<file path="src/rtl/prog_loader_pkg.sv">
// Shared definitions for the tiny-processor program loader.
// Holds frame geometry, loader state encodings and the frame payload struct.
package prog_loader_pkg;

  localparam int unsigned ADDR_W  = 4;
  localparam int unsigned DATA_W  = 8;
  localparam int unsigned FRAME_W = ADDR_W + DATA_W;
  localparam int unsigned IMEM_SZ = 1 << ADDR_W;
  localparam int unsigned GAP_CYC = 1;
  localparam int unsigned CNT_W   = 5;
  localparam int unsigned BIT_W   = 4;
  localparam int unsigned GAP_W   = (GAP_CYC > 1) ? $clog2(GAP_CYC) : 1;

  typedef enum logic [2:0] {
    ST_IDLE,
    ST_LOAD,
    ST_TAIL,
    ST_GAP,
    ST_RUN
  } state_t;

  // Serial frame payload: address in the low bits, shifted out first
  typedef struct packed {
    logic [DATA_W-1:0] data;
    logic [ADDR_W-1:0] addr;
  } frame_t;

endpackage

</file>
<file path="src/rtl/prog_loader_if.sv">
// Host-side word/command port of the program loader.
//   in_valid/in_ready  word handshake
//   in_addr/in_data    imem address and instruction word
//   in_last            final word of a program
//   run_start/run_stop execution control pulses
// master: host driving words and commands; slave: the loader.
interface prog_loader_if;
  import prog_loader_pkg::*;

  logic              in_valid;
  logic              in_ready;
  logic [ADDR_W-1:0] in_addr;
  logic [DATA_W-1:0] in_data;
  logic              in_last;
  logic              run_start;
  logic              run_stop;

  modport master (
    output in_valid, in_addr, in_data, in_last, run_start, run_stop,
    input  in_ready
  );

  modport slave (
    input  in_valid, in_addr, in_data, in_last, run_start, run_stop,
    output in_ready
  );

endinterface

</file>
<file path="src/rtl/prog_loader_frame_serializer.sv">
// 12-bit load/shift register feeding the processor's serial load port.
//   clk, rst_n  clock, async active-low reset
//   load        capture frame_in
//   shift       shift right one bit (zero fill)
//   frame_in    frame to serialize
//   bit0        current serial bit (reg[0])
//   bit1        bit that becomes current after the next shift (reg[1])
module prog_loader_frame_serializer
  import prog_loader_pkg::*;
(
  input  logic   clk,
  input  logic   rst_n,
  input  logic   load,
  input  logic   shift,
  input  frame_t frame_in,
  output logic   bit0,
  output logic   bit1
);

  logic [FRAME_W-1:0] sreg;

  always_ff @(posedge clk or negedge rst_n) begin
    if (!rst_n) begin
      sreg <= '0;
    end else if (load) begin
      sreg <= frame_in;
    end else if (shift) begin
      sreg <= {1'b0, sreg[FRAME_W-1:1]};
    end
  end

  assign bit0 = sreg[0];
  assign bit1 = sreg[1];

endmodule

</file>
<file path="src/rtl/prog_loader.sv">
// Serial master for the tiny processor load port. Serializes (addr, data)
// words as 12-bit frames {data, addr} LSB first on csi_n/mosi, then starts
// and stops execution through en_proc.
//   clk, rst_n   clock, async active-low reset
//   bus          host word/command port (prog_loader_if.slave)
//   csi_n        instruction chip select, active low
//   mosi         serial data
//   en_proc      processor run enable
//   busy         high whenever not idle
//   frames_sent  saturating count of frames since reset or run_start
// Build option: PROG_LOADER_AUTORUN_EN -- a frame marked in_last moves the
// loader straight into RUN after its gap.
module prog_loader
  import prog_loader_pkg::*;
(
  input  logic             clk,
  input  logic             rst_n,
  prog_loader_if.slave     bus,
  output logic             csi_n,
  output logic             mosi,
  output logic             en_proc,
  output logic             busy,
  output logic [CNT_W-1:0] frames_sent
);

  state_t             state, state_nxt;
  logic [BIT_W-1:0]   bit_cnt, bit_cnt_nxt;
  logic [GAP_W-1:0]   gap_cnt, gap_cnt_nxt;
  logic [CNT_W-1:0]   frames_nxt;
  logic               ready_q;
  logic               load, shift, mosi_nxt, go_run;
  logic               ser_bit0, ser_bit1;
  frame_t             frame_in;

`ifdef PROG_LOADER_AUTORUN_EN
  logic last_q, last_nxt;
`else
  logic unused_in_last;
  assign unused_in_last = bus.in_last;
`endif

  assign frame_in     = '{data: bus.in_data, addr: bus.in_addr};
  // run_start in IDLE takes priority over a word offered in the same cycle
  assign bus.in_ready = ready_q & ~bus.run_start;

  prog_loader_frame_serializer u_ser (
    .clk      (clk),
    .rst_n    (rst_n),
    .load     (load),
    .shift    (shift),
    .frame_in (frame_in),
    .bit0     (ser_bit0),
    .bit1     (ser_bit1)
  );

  // State, counters and registered outputs
  always_ff @(posedge clk or negedge rst_n) begin
    if (!rst_n) begin
      state       <= ST_IDLE;
      bit_cnt     <= '0;
      gap_cnt     <= '0;
      frames_sent <= '0;
      ready_q     <= 1'b0;
      csi_n       <= 1'b1;
      mosi        <= 1'b0;
      en_proc     <= 1'b0;
      busy        <= 1'b0;
`ifdef PROG_LOADER_AUTORUN_EN
      last_q      <= 1'b0;
`endif
    end else begin
      state       <= state_nxt;
      bit_cnt     <= bit_cnt_nxt;
      gap_cnt     <= gap_cnt_nxt;
      frames_sent <= frames_nxt;
      ready_q     <= (state_nxt == ST_IDLE);
      csi_n       <= (state_nxt != ST_LOAD);
      mosi        <= mosi_nxt;
      en_proc     <= (state_nxt == ST_RUN);
      busy        <= (state_nxt != ST_IDLE);
`ifdef PROG_LOADER_AUTORUN_EN
      last_q      <= last_nxt;
`endif
    end
  end

  // Next-state, counter and output decode
  always_comb begin
    state_nxt   = state;
    bit_cnt_nxt = bit_cnt;
    gap_cnt_nxt = gap_cnt;
    frames_nxt  = frames_sent;
    load        = 1'b0;
    shift       = 1'b0;
    mosi_nxt    = 1'b0;
`ifdef PROG_LOADER_AUTORUN_EN
    last_nxt    = last_q;
    go_run      = last_q;
`else
    go_run      = 1'b0;
`endif

    case (state)
      ST_IDLE: begin
        if (bus.run_start) begin
          state_nxt  = ST_RUN;
          frames_nxt = '0;
        end else if (bus.in_valid && ready_q) begin
          load        = 1'b1;
          bit_cnt_nxt = '0;
          state_nxt   = ST_LOAD;
`ifdef PROG_LOADER_AUTORUN_EN
          last_nxt    = bus.in_last;
`endif
        end
      end
      ST_LOAD: begin
        // L0 holds the frame unshifted so L1 presents frame[0]; every later
        // cycle shifts, so the bit shown next cycle is reg[1]
        mosi_nxt = (bit_cnt == '0) ? ser_bit0 : ser_bit1;
        shift    = (bit_cnt != '0);
        if (bit_cnt == BIT_W'(FRAME_W - 1)) begin
          state_nxt = ST_TAIL;
        end else begin
          bit_cnt_nxt = bit_cnt + BIT_W'(1);
        end
      end
      ST_TAIL: begin
        state_nxt   = ST_GAP;
        gap_cnt_nxt = '0;
        if (frames_sent != '1) begin
          frames_nxt = frames_sent + CNT_W'(1);
        end
      end
      ST_GAP: begin
        if (gap_cnt == GAP_W'(GAP_CYC - 1)) begin
          if (go_run) begin
            state_nxt  = ST_RUN;
            frames_nxt = '0;
          end else begin
            state_nxt = ST_IDLE;
          end
        end else begin
          gap_cnt_nxt = gap_cnt + GAP_W'(1);
        end
      end
      ST_RUN: begin
        if (bus.run_stop) begin
          state_nxt = ST_IDLE;
        end
      end
      default: state_nxt = ST_IDLE;
    endcase
  end

endmodule

</file>
<file path="src/flat_wrapper.sv">
// flat-port wrapper written by rule: the top's interface ports become plain ports
module prog_loader_flat import prog_loader_pkg::*;
  (clk, rst_n, csi_n, mosi, en_proc, busy, frames_sent, bus_in_valid, bus_in_addr, bus_in_data, bus_in_last, bus_run_start, bus_run_stop, bus_in_ready);
  prog_loader_if bus_i ();
  input  logic clk;
  input  logic rst_n;
  output logic csi_n;
  output logic mosi;
  output logic en_proc;
  output logic busy;
  output logic [CNT_W-1:0] frames_sent;
  input wire logic [$bits(bus_i.in_valid)-1:0] bus_in_valid;
  input wire logic [$bits(bus_i.in_addr)-1:0] bus_in_addr;
  input wire logic [$bits(bus_i.in_data)-1:0] bus_in_data;
  input wire logic [$bits(bus_i.in_last)-1:0] bus_in_last;
  input wire logic [$bits(bus_i.run_start)-1:0] bus_run_start;
  input wire logic [$bits(bus_i.run_stop)-1:0] bus_run_stop;
  output wire logic [$bits(bus_i.in_ready)-1:0] bus_in_ready;
  assign bus_i.in_valid = bus_in_valid;
  assign bus_i.in_addr = bus_in_addr;
  assign bus_i.in_data = bus_in_data;
  assign bus_i.in_last = bus_in_last;
  assign bus_i.run_start = bus_run_start;
  assign bus_i.run_stop = bus_run_stop;
  assign bus_in_ready = bus_i.in_ready;
  prog_loader u_core (.clk(clk), .rst_n(rst_n), .bus(bus_i), .csi_n(csi_n), .mosi(mosi), .en_proc(en_proc), .busy(busy), .frames_sent(frames_sent));
endmodule
</file>
<file path="config.mk">
export PLATFORM = sky130hd
export DESIGN_NAME = prog_loader_flat
export DESIGN_NICKNAME = d
export VERILOG_FILES = /design/src/rtl/prog_loader_pkg.sv /design/src/rtl/prog_loader_if.sv /design/src/rtl/prog_loader_frame_serializer.sv /design/src/rtl/prog_loader.sv /design/src/flat_wrapper.sv
export SDC_FILE = /design/constraint.sdc
export NUM_CORES = 1
export LEC_CHECK = 0
export ABC_AREA = 1
export BUFFER_PORTS_ARGS = -buffer_cell sky130_fd_sc_hd__buf_2
export CELL_PAD_IN_SITES_DETAIL_PLACEMENT = 1
export CELL_PAD_IN_SITES_GLOBAL_PLACEMENT = 1
export CORE_MARGIN = 2
export CORE_UTILIZATION = 40
export DETAILED_ROUTE_END_ITERATION = 6
export GPL_TIMING_DRIVEN = 0
export PLACE_DENSITY = 0.85
export SYNTH_ARGS = -nofsm -noshare
export SYNTH_HDL_FRONTEND = slang
export SYNTH_SLANG_ARGS = --single-unit
</file>
<file path="constraint.sdc">
create_clock -name clk -period 1.78 [get_ports clk]
set_clock_uncertainty 0.05 [all_clocks]
set_input_delay 0.445 -clock clk [delete_from_list [all_inputs] [get_ports clk]]
set_output_delay 0.445 -clock clk [all_outputs]
set_load 0.02 [all_outputs]
</file>
# After elaboration in Yosys (flattened, before gate mapping)
# Index checks and enable logic that the tools add are counted.
[word_totals]
ff_bits = 30
in_bits = 18
output_inout_bits = 10
wordCells = 63
[classes]
bitwise = 2
n_eq_ne = 13
n_mux = 23
add_sub_neg = 3
n_reduce_logical = 12
[op_table]
columns = ["cell", "count"]
rows = [
  ["$mux 12", 2],
  ["$mux 3", 5],
  ["$pmux 3 s5", 1],
  ["$mux 4", 3],
  ["$mux 5", 2],
  ["$pmux 5 s2", 1],
  ["$pmux 4 s2", 1],
  ["$reduce_bool 2->1", 4],
  ["$mux 1", 7],
  ["$eq 3x2->1 const B", 2],
  ["$eq 3x3->1 const B", 2],
  ["$logic_not 3->1", 2],
  ["$ne 2x2->1 const B", 3],
  ["$add 5x1->5 const B", 1],
  ["$ne 5x5->1 const B", 1],
  ["$add 4x1->4 const B", 1],
  ["$eq 4x4->1 const B", 1],
  ["$logic_not 4->1", 1],
  ["$ne 2x1->1 const B", 2],
  ["$reduce_and 4->1", 1],
  ["$reduce_bool 4->1", 1],
  ["$eq 3x1->1 const B", 1],
  ["$ne 3x1->1 const B", 1],
  ["$reduce_and 3->1", 1],
  ["6 further kinds", 6],
]

# Depth between registers and ports, before layout
# Gate-level depths: netlist (run 1).
[depth]
ltp_word = 5
depth_mapped = 10
depth_no_buf = 10

# Modules after synthesis
# Synthesis (run 1) repeated with hierarchy kept, for this count alone.
[unflattened]
cells_unflattened = 187
hier_area_um2 = 1520.2
[modules_own_cells]
columns = ["module", "cells_each", "seq_area_each_um2", "area_each_um2", "n_inst"]
rows = [
  ["prog_loader", 122, 426.7, 973.4, 1],
  ["prog_loader_frame_serializer", 65, 300.3, 546.8, 1],
]

# Worst setup path after synthesis (run 1)
# Ideal clock, no wire load.
[synth_timing]
kind = "register to register"
startpoint = "register u_core.frames_sent[0]"
endpoint = "register u_core.frames_sent[3]"
t_arrival_ns = 1.477
setup_ns = 0.118
stages_incl_launch_ff = 11
synth_period_minus_slack_ns = 1.644
required_ns = 1.612
setup_slack_ns = 0.136
n_path_buf = 0
path_cell_list = "dfrtp_1 -> ha_1 -> nand2_1 -> nor2_1 -> ha_1 -> inv_1 -> nand4_1 -> nand2_1 -> nand2_1 -> nand2_1 -> nand2_1"
[synth_between]
elab_chain_cells = 3
elab_cells_between_ends = 6
cone_classes = "add/sub: 1; eq/ne: 2; mux: 2; reduce/logical: 1"
[synth_rtl]
columns = ["item", "line", "rtl"]
rows = [
  ["start: declaration", "prog_loader.sv:23", "output logic [CNT_W-1:0] frames_sent"],
  ["start signal: assignment", "prog_loader.sv:75", "frames_sent <= frames_nxt;"],
  ["$add 5x1->5 / $ne 5x5->1 (equally long branches)", "prog_loader.sv:132, prog_loader.sv:131", ""],
  ["$mux 5 / $ne 2x1->1 (equally long branches)", "--", ""],
  ["$pmux 5 s2 / $reduce_and 3->1 (equally long branches)", "--", ""],
]
# Parallel ways exist; a longest one is shown, timed or not. The select of a mux whose other input is x is not followed.
# A chain may end at the register's enable or synchronous reset.

# Worst setup path in the final report (run 1)
# Same ends and word-level chain as after synthesis.

==> flow_summary.json, run 1 <==
{
  "grt_overflow": 0,
  "min_path_type": "in2async",
  "maxSlewViolCount": 0,
  "p_per_area_nw_per_um2": 1300,
  "yosys_warnings": 0,
  "ys_seq_area_share_pct": 45.7,
  "clk_latency_ns": 0.29,
  "relSlewSlack_pct": 56.7,
  "ys_types": 21,
  "cts_hold_buffers": 0,
  "finalCritPeriodShare_pct": 92.4,
  "setup_tns_ns": 0,
  "cp-start-kind": "register",
  "layout-drive-gt1-share_pct": 22.1,
  "grt_pass1_vias": 1327,
  "outcome": "finished, final reports clean",
  "reg2regPathDepth": 10,
  "dpl.cell_count": 287,
  "critPathCaptureType": "register",
  "core_area_um2": 3740,
  "cts_tree": "done",
  "syn2layout_area_growth_pct": 18.5,
  "synth_cells": 213,
  "die_width_um": 67.1,
  "cts-root-buf": "clkbuf_8",
  "grt_max_degree": 30,
  "required_ns": 1.91,
  "grt_setup_unrepaired": "no",
  "gp_congestion": 0.790,
  "start_util_pct": 42.5,
  "critPathMaxFanout": 5,
  "drt-initial-drc-count": 41,
  "drv_cap": 0,
  "syn_area_um2": 1590,
  "avgSynthCellArea_um2": 7.47,
  "ios": 28,
  "die_h_um": 67.1,
  "clkTransAtPathRegs_ns": 0.06,
  "dpl_cell_area_um2": 1780,
  "cts_made_buffers": 5,
  "fin_crit_ns": 1.65,
  "final_area_um2": 1880,
  "clock_sinks": 29,
  "max_slew.worst_pin.slew_ns": 0.649,
  "track_usage_pct": 17.4,
  "antenna_found_initial": 0,
  "instances_no_fill": 297,
  "cts_max_path_buffers": 2,
  "ir_drop_mv": 0.570,
  "syn_nets": 235,
  "arrival_ns": 1.77,
  "wl_per_cell_um": 11.7,
  "setup_violations": 0,
  "firstDrtPassIters": 4,
  "hpwl_mm": 2.58,
  "via_per_inst": 4.69,
  "layout_setup_ws_ns": 0.135,
  "port_buffers": 26,
  "dieArea_um2": 4500,
  "nNetsFinal": 270,
  "drc_errors": 0,
  "routed_wl_mm": 3.47,
  "timing.fmax_mhz": 608,
  "ant_nets": 0,
  "worstSetupPathType": "reg2reg",
  "grt_pass1_wl_mm": 5.80,
  "fin_hold_ws_ns": 0.134,
  "pre_cts_ws_ns": 0.0181,
  "ys_ff_latch": 29,
  "row_count": 22,
  "dr_total_vias": 1394,
  "hold_viol_final": 0,
  "ctsHtreeMaxLevel": 2,
  "power_leakage_nw": 1.12,
  "antennaDiodeCount": 0
}
==> synth_stat cells <==
cell type  instances  area [um2]
nor2_1            13        48.8
buf_6              3        33.8
a21oi_1            1        5.00
dfstp_2            1        26.3
nor3_1             1        5.00
nor2_8             1        20.0
nor2_4             1        11.3
nand2_1           88         330
nand4_1            3        18.8
a21oi_4            1        16.3
inv_2              5        18.8
nand2_2            1        6.26
dfrtp_1           28         701
xnor2_1            1        8.76
o21ai_0            1        5.00
buf_2              1        5.00
o211ai_1           1        7.51
inv_1             30         113
ha_1               4        50.1
nand3_1           24         120
nand3_2            4        40.0
==> registers in the layout (all words and copies together) (netlist names) <==
register / flops
u_core.u_ser.sreg: 12
u_core.frames_sent: 5
u_core.bit_cnt: 4
u_core.state: 3
u_core.busy: 1
u_core.csi_n: 1
u_core.en_proc: 1
u_core.mosi: 1
u_core.ready_q: 1
==> logic make-up (layout without fill, tap and decap cells) <==
kind of cell | Yosys count | after routing | share of synthesized area (%)
AOI/OAI and AO/OA | 4 | 4 | 2.12
xor gates and xnor gates | 1 | 1 | 0.551
adders and majority gates | 4 | 4 | 3.15
buffers and inverters | 39 | 75 | 10.7
DFF | 29 | 29 | 45.7
and+or+nand+nor | 136 | 136 | 37.8
==> worst max-delay path: stages, from the launching register on <==
cell and delay [ns]:
dfrtp_2 0.44, ha_2 0.20, nand2_1 0.09, nor2_1 0.05
ha_1 0.17, inv_1 0.05, nand4_1 0.13, nand2_2 0.14
nand2_2 0.09, nand2_1 0.07, nand2_1 0.05
==> repair_timing <==
item | 4_1_cts | 5_1_grt
gates resized for setup | 0 | 4
hold endpoints to repair | 0 | 0
setup endpoints to repair | 0 | 5
setup buffers | 0 | 2
==> placed cells by master, fill, tap and decap left out, drive strengths merged <==
master / instances
nand2: 89
inv: 35
buf: 32
dfrtp: 28
nand3: 28
nor2: 15
clkbuf: 8
ha: 4
nand4: 3
a21oi: 2
o211ai: 1
o21ai: 1
nor3: 1
xnor2: 1
dfstp: 1
==> report_power, final <==
group | internal [mW] | leakage [nW] | switching [mW]
Sequential | 0.893 | 0.364 | 0.138
Combinational | 0.293 | 0.715 | 0.596
Clock | 0.277 | 0.0395 | 0.250
Total | 1.46 | 1.12 | 0.985
==> final timing paths <==
| kind | start | end | slack [ns] |
|---|---|---|---|
| max in group asynchronous | rst_n | u_core.frames_sent[0] | 1.09 |
| min in group clk | bus_in_data[7] | u_core.u_ser.sreg[11] | 0.31 |
| worst max-delay path | u_core.frames_sent[0] | u_core.frames_sent[3] | 0.13 |
| worst min register to register | u_core.u_ser.sreg[5] | u_core.u_ser.sreg[5] | 0.42 |
| worst min-delay path | rst_n | u_core.frames_sent[4] | 0.13 |
| worst max register to register | u_core.frames_sent[0] | u_core.frames_sent[3] | 0.13 |
==> metal layers <==
metal / part of all wire, % / routed length (um) / vias up / track usage, %
met5: 0 / 0 / - / 0
met4: 2.2 / 76 / 0 / 8.42
met3: 3.1 / 108 / 7 / 3.55
met2: 48 / 1660 / 21 / 29.5
met1: 47 / 1620 / 649 / 20.8
li1: - / - / 717 / -
==> final cells by class <==
type | instances | area, um2
fillers | 489 | 1860
flip-flops and latches | 29 | 728
multi-input cells | 145 | 701
repair buffers | 28 | 145
inverters | 35 | 131
clock buffers | 8 | 80.1
well taps | 48 | 60.1
plain buffers | 4 | 38.8
==> per-stage QoR <==
step / util, % / power (mW)
2_1_floorplan: - / 1.68
3_3_place_gp: 47.6 / 1.90
3_5_place_dp: 47.6 / 1.93
4_1_cts: 49.7 / 2.46
5_1_grt: 50.3 / 2.65
6_report: 50.3 / 2.45
Note: power is estimated with default switching activity, not from simulation.
==> run 2, diff against run 1 <==
--- a/config.mk
+++ b/config.mk
@@ -5,15 +5,15 @@
 export SDC_FILE = /design/constraint.sdc
 export NUM_CORES = 1
 export LEC_CHECK = 0
-export ABC_AREA = 1
 export BUFFER_PORTS_ARGS = -buffer_cell sky130_fd_sc_hd__buf_2
 export CELL_PAD_IN_SITES_DETAIL_PLACEMENT = 1
 export CELL_PAD_IN_SITES_GLOBAL_PLACEMENT = 1
 export CORE_MARGIN = 2
-export CORE_UTILIZATION = 40
+export CORE_UTILIZATION = 41
 export DETAILED_ROUTE_END_ITERATION = 6
 export GPL_TIMING_DRIVEN = 0
-export PLACE_DENSITY = 0.85
+export PLACE_DENSITY = 0.83
 export SYNTH_ARGS = -nofsm -noshare
 export SYNTH_HDL_FRONTEND = slang
+export SYNTH_HIERARCHICAL = 1
 export SYNTH_SLANG_ARGS = --single-unit
==> run 2 against run 1 <==
Effect of this change:
- the run now ends with negative setup slack left
- sequential power is essentially flat
- worst setup slack got worse by 0.34 ns
- via count is 18% lower
- wire length decreased by 6.0%
- global-route usage up 1.2 points
- clock-buffer cell count is the same
- first-iteration DRC count up 56%
- die area fell by 12%
- critical path depth shrank 4
- final cell count shrank 25%
- register-to-register slack lost 0.34 ns
- area after synthesis down 11%
==> flow_summary.json, run 2 <==
{
  "outcome": "finished with violations",
  "violations": "negative setup slack",
  "critPathCaptureType": "register",
  "firstDrtPassIters": 3,
  "synth_area_leaders": "dfrtp_1, mux2i_1, nand2_1, ha_1, o21ai_1",
  "routed_wl_mm": 3.26,
  "largest_register_ff_count": 12,
  "synth_cells": 136,
  "die_h_um": 62.9,
  "yosysMostFrequentCell": "dfrtp_1",
  "row_count": 21,
  "syn_nets": 158,
  "relSlewSlack_pct": 57.1,
  "pre_cts_ws_ns": -0.260,
  "ant_nets": 0,
  "drt-initial-drc-count": 64,
  "maxSlewViolCount": 0,
  "via_per_inst": 5.18,
  "clkTransAtPathRegs_ns": 0.09,
  "dr_total_vias": 1150,
  "cts_tree": "done",
  "reg2regPathDepth": 6,
  "sw_frac_of_total_pct": 37.2,
  "dpl.cell_count": 208,
  "worstSetupPathType": "reg2reg",
  "switchingPower_mw": 0.908,
  "setup_violations": 3,
  "clk_latency_ns": 0.32,
  "p_comb_share_pct": 41.4,
  "syn2layout_area_growth_pct": 27.0,
  "ys_ff_latch": 29,
  "max_slew.worst_pin.slew_ns": 0.644,
  "timing.fmax_mhz": 503,
  "power_mw": 2.44,
  "cts-root-buf": "clkbuf_4",
  "intPower_mw": 1.53,
  "ys_types": 35,
  "die_width_um": 62.9,
  "grt_setup_unrepaired": "yes",
  "layout_setup_ws_ns": -0.210,
  "critPathMaxFanout": 4,
  "synth_ff_type": "dfrtp_1",
  "grt_pass1_wl_mm": 5.63,
  "track_usage_pct": 18.5,
  "arrival_ns": 2.20,
  "antennaDiodeCount": 0,
  "grt_max_degree": 30,
  "r2r_slack_ns": -0.21,
  "reg.largest.list": "u_core/u_ser/sreg x12, u_core/frames_sent x5, u_core/bit_cnt x4",
  "required_ns": 1.99,
  "async_flop_share_pct": 100,
  "synth_edf_count": 0,
  "hpwl_mm": 2.29,
  "power_leakage_nw": 0.808,
  "port_buffers": 26,
  "reg2reg_from": "u_core/frames_sent[1]",
  "grt_overflow": 0,
  "nNetsFinal": 197,
  "finalCritPeriodShare_pct": 112,
  "instances_no_fill": 222,
  "ios": 28,
  "yosys.area.top_type": "dfrtp_1",
  "hold_viol_final": 0,
  "p_per_area_nw_per_um2": 1350,
  "synth_commonest_cells": "dfrtp_1, nand2_1, mux2i_1, o21ai_1, inv_1",
  "dieArea_um2": 3950,
  "yosys_warnings": 6,
  "synth_top_area_share_pct": 49.3,
  "cts_max_path_buffers": 2,
  "rr_endpoint": "u_core/frames_sent[3]",
  "wl_per_cell_um": 14.7,
  "regMostFlops": "u_core/u_ser/sreg",
  "avgSynthCellArea_um2": 10.5,
  "p_seq_share_pct": 43.2,
  "drv_cap": 0,
  "fin_crit_ns": 1.99,
  "layout-drive-gt1-share_pct": 37.5,
  "fin_util_pct": 54.1,
  "mostFrequentLayoutCells": "buf_2, dfrtp_1, nand2_1, mux2i_1, o21ai_1",
  "grt_pass1_vias": 1215,
  "antenna_found_initial": 0,
  "drc_errors": 0,
  "cts_made_buffers": 5,
  "start_util_pct": 42.6,
  "ctsHtreeMaxLevel": 2,
  "ir_drop_mv": 0.711,
  "cp-start-kind": "register",
  "core_area_um2": 3340,
  "final_common_cell": "buf_2",
  "clock_sinks": 29,
  "min_path_type": "in2async",
  "ys_seq_area_share_pct": 51.1,
  "syn_area_um2": 1420,
  "gp_congestion": 0.773,
  "power.share.clock_pct": 15.4
}
-- run 2: cell types whose count changed after synthesis, sizes merged, moves of 4 or more --
| cell | delta |
|---|---|
| nor2 | -9 |
| mux2i | +13 |
| o21ai | +14 |
| a21oi | +4 |
| or3 | +4 |
| nand3 | -25 |
| nand2 | -75 |
| inv | -28 |
-- run 2: power by group through the flow --
| stage | Combinational [mW] | Clock, mW | Sequential (mW) |
|---|---|---|---|
| after floorplan | 0.629 | 0 | 1.08 |
| after global placement | 0.850 | 0 | 1.05 |
| after detailed placement | 0.902 | 0 | 1.07 |
| after CTS | 0.971 | 0.393 | 1.06 |
| after global routing | 1.13 | 0.416 | 1.09 |
| final | 1.01 | 0.375 | 1.05 |
-- run 2: through the flow --
stage	setup TNS, ns	area [um2]	hold WS (ns)
finish	-0.417	1810	0.0845
global route	-0.583	1810	0.115
CTS	-0.697	1740	0.104
detailed placement	-3.11	1620	0.466
global placement	-3.20	1620	0.447
floorplan	-0.510	1430	0.0994
-- run 2: how the worst max path moves through the flow --
stage	cells past startpoint	slack, ns	from	end
after detailed placement	6	-0.26	u_core/frames_sent[1]	u_core/frames_sent[3]
after global placement	6	-0.23	bus_run_start	u_core/u_ser/sreg[10]
after global routing	6	-0.27	u_core/frames_sent[1]	u_core/frames_sent[3]
after CTS	6	-0.20	u_core/frames_sent[1]	u_core/frames_sent[2]
final	6	-0.21	u_core/frames_sent[1]	u_core/frames_sent[3]
after floorplan	6	-0.21	u_core/frames_sent[1]	u_core/frames_sent[3]
-- run 2: per-layer routing --
layer	vias to the layer above	GRT usage (%)	part of all wire [%]
li1	556	-	-
met1	562	21.5	41
met3	6	5.23	4.0
met2	26	32.0	53
met5	-	0	0
met4	0	7.50	1.5
-- run 2: kinds of logic after synthesis --
family          after synthesis  share of synthesized area (%)
simple gates                 46                           18.2
flops                        29                           51.1
compound gates               28                           11.7
mux                          15                           10.7
buf+inv                      14                           4.67
fa+ha+maj                     4                           3.52
-- run 2: final cells by class --
cell class | count | area, um2
buffer | 6 | 45.0
clock buffer | 8 | 48.8
fill | 401 | 1530
inverter | 7 | 26.3
multi-input combinational | 93 | 716
sequential | 29 | 729
tap | 46 | 57.6
timing repair buffer | 33 | 183
-- run 2: critical path, cell delays in order (launching register included) --
cell and delay [ns]:
dfrtp_2 0.44, ha_4 0.16, and3_4 0.15, ha_4 0.16
or4b_4 0.50, or3_1 0.35, a21oi_2 0.12
-- run 2: repair_timing --
item	CTS	global route
setup endpoints to repair	16	16
gates resized for setup	10	9
hold buffers	0	0
pin swaps	1	4
cloned	0	0
buffers inserted	4	3
==> run 3, diff against run 2 <==
--- a/config.mk
+++ b/config.mk
@@ -8,6 +8,7 @@
 export BUFFER_PORTS_ARGS = -buffer_cell sky130_fd_sc_hd__buf_2
 export CELL_PAD_IN_SITES_DETAIL_PLACEMENT = 1
 export CELL_PAD_IN_SITES_GLOBAL_PLACEMENT = 1
+export CORE_ASPECT_RATIO = 0.75
 export CORE_MARGIN = 2
 export CORE_UTILIZATION = 41
 export DETAILED_ROUTE_END_ITERATION = 6
==> run 3 against run 2 <==
Effect of this change:
- the run still ends with negative setup slack left
- non-clock buffer count rose by 1
- critical endpoint is now u_core/frames_sent[2]
- highest routed layer unchanged
- core utilization rose by 2.1 points
- sequential power barely moved
- critical path type unchanged
- wire length rose by 35%
- final area rose by 3.1%
==> flow_summary.json, run 3 (synthesis gave the netlist of run 2 again) <==
{
  "firstDrtPassIters": 4,
  "antennaDiodeCount": 0,
  "port_buffers": 26,
  "layout_setup_ws_ns": -0.201,
  "cts_max_path_buffers": 2,
  "critPathMaxFanout": 4,
  "worstSetupPathType": "reg2reg",
  "gp_congestion": 0.786,
  "final_area_um2": 1860,
  "die_h_um": 55.0,
  "drv_cap": 0,
  "layout-drive-gt1-share_pct": 39.8,
  "clock_sinks": 29,
  "grt_setup_unrepaired": "yes",
  "cts-root-buf": "clkbuf_8",
  "dr_total_vias": 1273,
  "hpwl_mm": 2.46,
  "dpl_cell_area_um2": 1610,
  "cp-start-kind": "register",
  "max_slew.worst_pin.slew_ns": 0.658,
  "timing.fmax_mhz": 505,
  "hold_viol_final": 0,
  "dieArea_um2": 3960,
  "violations": "negative setup slack",
  "row_count": 18,
  "outcome": "finished with violations",
  "finalCritPeriodShare_pct": 111,
  "reg.largest.list": "u_core/u_ser/sreg x12, u_core/frames_sent x5, u_core/bit_cnt x4",
  "largest_register_ff_count": 12,
  "grt_max_degree": 30,
  "nNetsFinal": 198,
  "grt_pass1_wl_mm": 5.87,
  "syn2layout_area_growth_pct": 31.0,
  "ctsHtreeMaxLevel": 2,
  "fin_hold_ws_ns": 0.143,
  "cts_tree": "done",
  "via_per_inst": 5.89,
  "crit_slowest_cell": "or4b_4",
  "worst-path-buf-inv": 0,
  "clk_latency_ns": 0.28,
  "grt_overflow": 0,
  "power_leakage_nw": 0.834,
  "required_ns": 1.94,
  "cts_made_buffers": 5,
  "clkTransAtPathRegs_ns": 0.06,
  "wl_per_cell_um": 20.4,
  "relSlewSlack_pct": 56.2,
  "min_path_type": "in2async",
  "core_area_um2": 3310,
  "cp_common_cell": "ha_4",
  "setup_violations": 5,
  "ir_drop_mv": 0.646,
  "max_stage_delay_ns": 0.50,
  "grt_pass1_vias": 1170,
  "fin_crit_ns": 1.98,
  "drt-initial-drc-count": 99,
  "ios": 28,
  "critPathCaptureType": "register",
  "maxSlewViolCount": 0,
  "routed_wl_mm": 4.40,
  "mostFrequentLayoutCells": "buf_2, dfrtp_1, nand2_1, mux2i_1, buf_4",
  "start_util_pct": 42.9,
  "regMostFlops": "u_core/u_ser/sreg",
  "p_per_area_nw_per_um2": 1480,
  "crit_chain": "ha_4 -> and3_4 -> ha_4 -> or4b_4 -> or3_4 -> a21oi_2",
  "die_width_um": 72.0,
  "ant_nets": 0,
  "track_usage_pct": 21.0,
  "drc_errors": 0,
  "antenna_found_initial": 0,
  "final_common_cell": "buf_2",
  "crit_family": "simple AND/OR/NAND/NOR gates",
  "arrival_ns": 2.14
}
-- run 3: cell types whose count changed in the layout (fill, tap and decap cells not counted), sizes merged --
| cell | change |
|---|---|
| clkbuf | -1 |
| buf | +1 |
-- run 3: repair_timing --
action                     in CTS  in global routing
cloned                          0                  0
setup buffers                   3                  5
gates resized for setup        12                 12
setup endpoints to repair      17                 17
hold buffers                    0                  0
pin swaps                       1                  6
-- run 3: per-stage QoR --
step / instances / TNS [ns] / utilization, % / power [mW] / worst slack (ns)
after floorplan: 136 / -0.510 / - / 1.71 / -0.211
after global placement: 202 / -3.34 / 48.6 / 1.92 / -0.233
after detailed placement: 202 / -3.78 / 48.6 / 1.99 / -0.274
after CTS: 211 / -0.886 / 53.6 / 2.60 / -0.191
after global routing: 216 / -0.757 / 56.2 / 2.90 / -0.240
final: 216 / -0.567 / 56.2 / 2.75 / -0.201
-- run 3: layout make-up --
type / count / area (um2)
buffer: 6 / 43.8
inverter: 7 / 26.3
tap: 40 / 50.0
timing repair buffer: 34 / 190
clock buffer: 7 / 86.3
fill: 380 / 1450
multi-input combinational: 93 / 736
sequential: 29 / 729
-- run 3: power by group --
part           leakage [nW]  internal, mW  total, mW  switching (mW)
combinational         0.423         0.469       1.12           0.648
clock                0.0443         0.306      0.551           0.245
sequential            0.367         0.913       1.08           0.169
total                 0.834          1.69       2.75            1.06
-- run 3: final timing paths --
path	startpoint	end	slack (ns)	cells after the start
min in group clk	bus_in_data[1]	u_core/u_ser/sreg[5]	0.33	3
worst max register to register	u_core/frames_sent[1]	u_core/frames_sent[2]	-0.20	6
max in group asynchronous	rst_n	u_core/frames_sent[0]	1.08	1
worst max-delay path	u_core/frames_sent[1]	u_core/frames_sent[2]	-0.20	6
worst min-delay path	rst_n	u_core/frames_sent[1]	0.14	1
worst min register to register	u_core/u_ser/sreg[7]	u_core/u_ser/sreg[7]	0.52	2
-- run 3: routing by layer --
| metal | vias to the layer above | wire (um) | global-route usage, % |
|---|---|---|---|
| met2 | 44 | 2160 | 34.1 |
| met3 | 14 | 210 | 7.79 |
| li1 | 560 | - | - |
| met4 | 0 | 130 | 7.55 |
| met5 | - | 0 | 0 |
| met1 | 655 | 1900 | 26.1 |
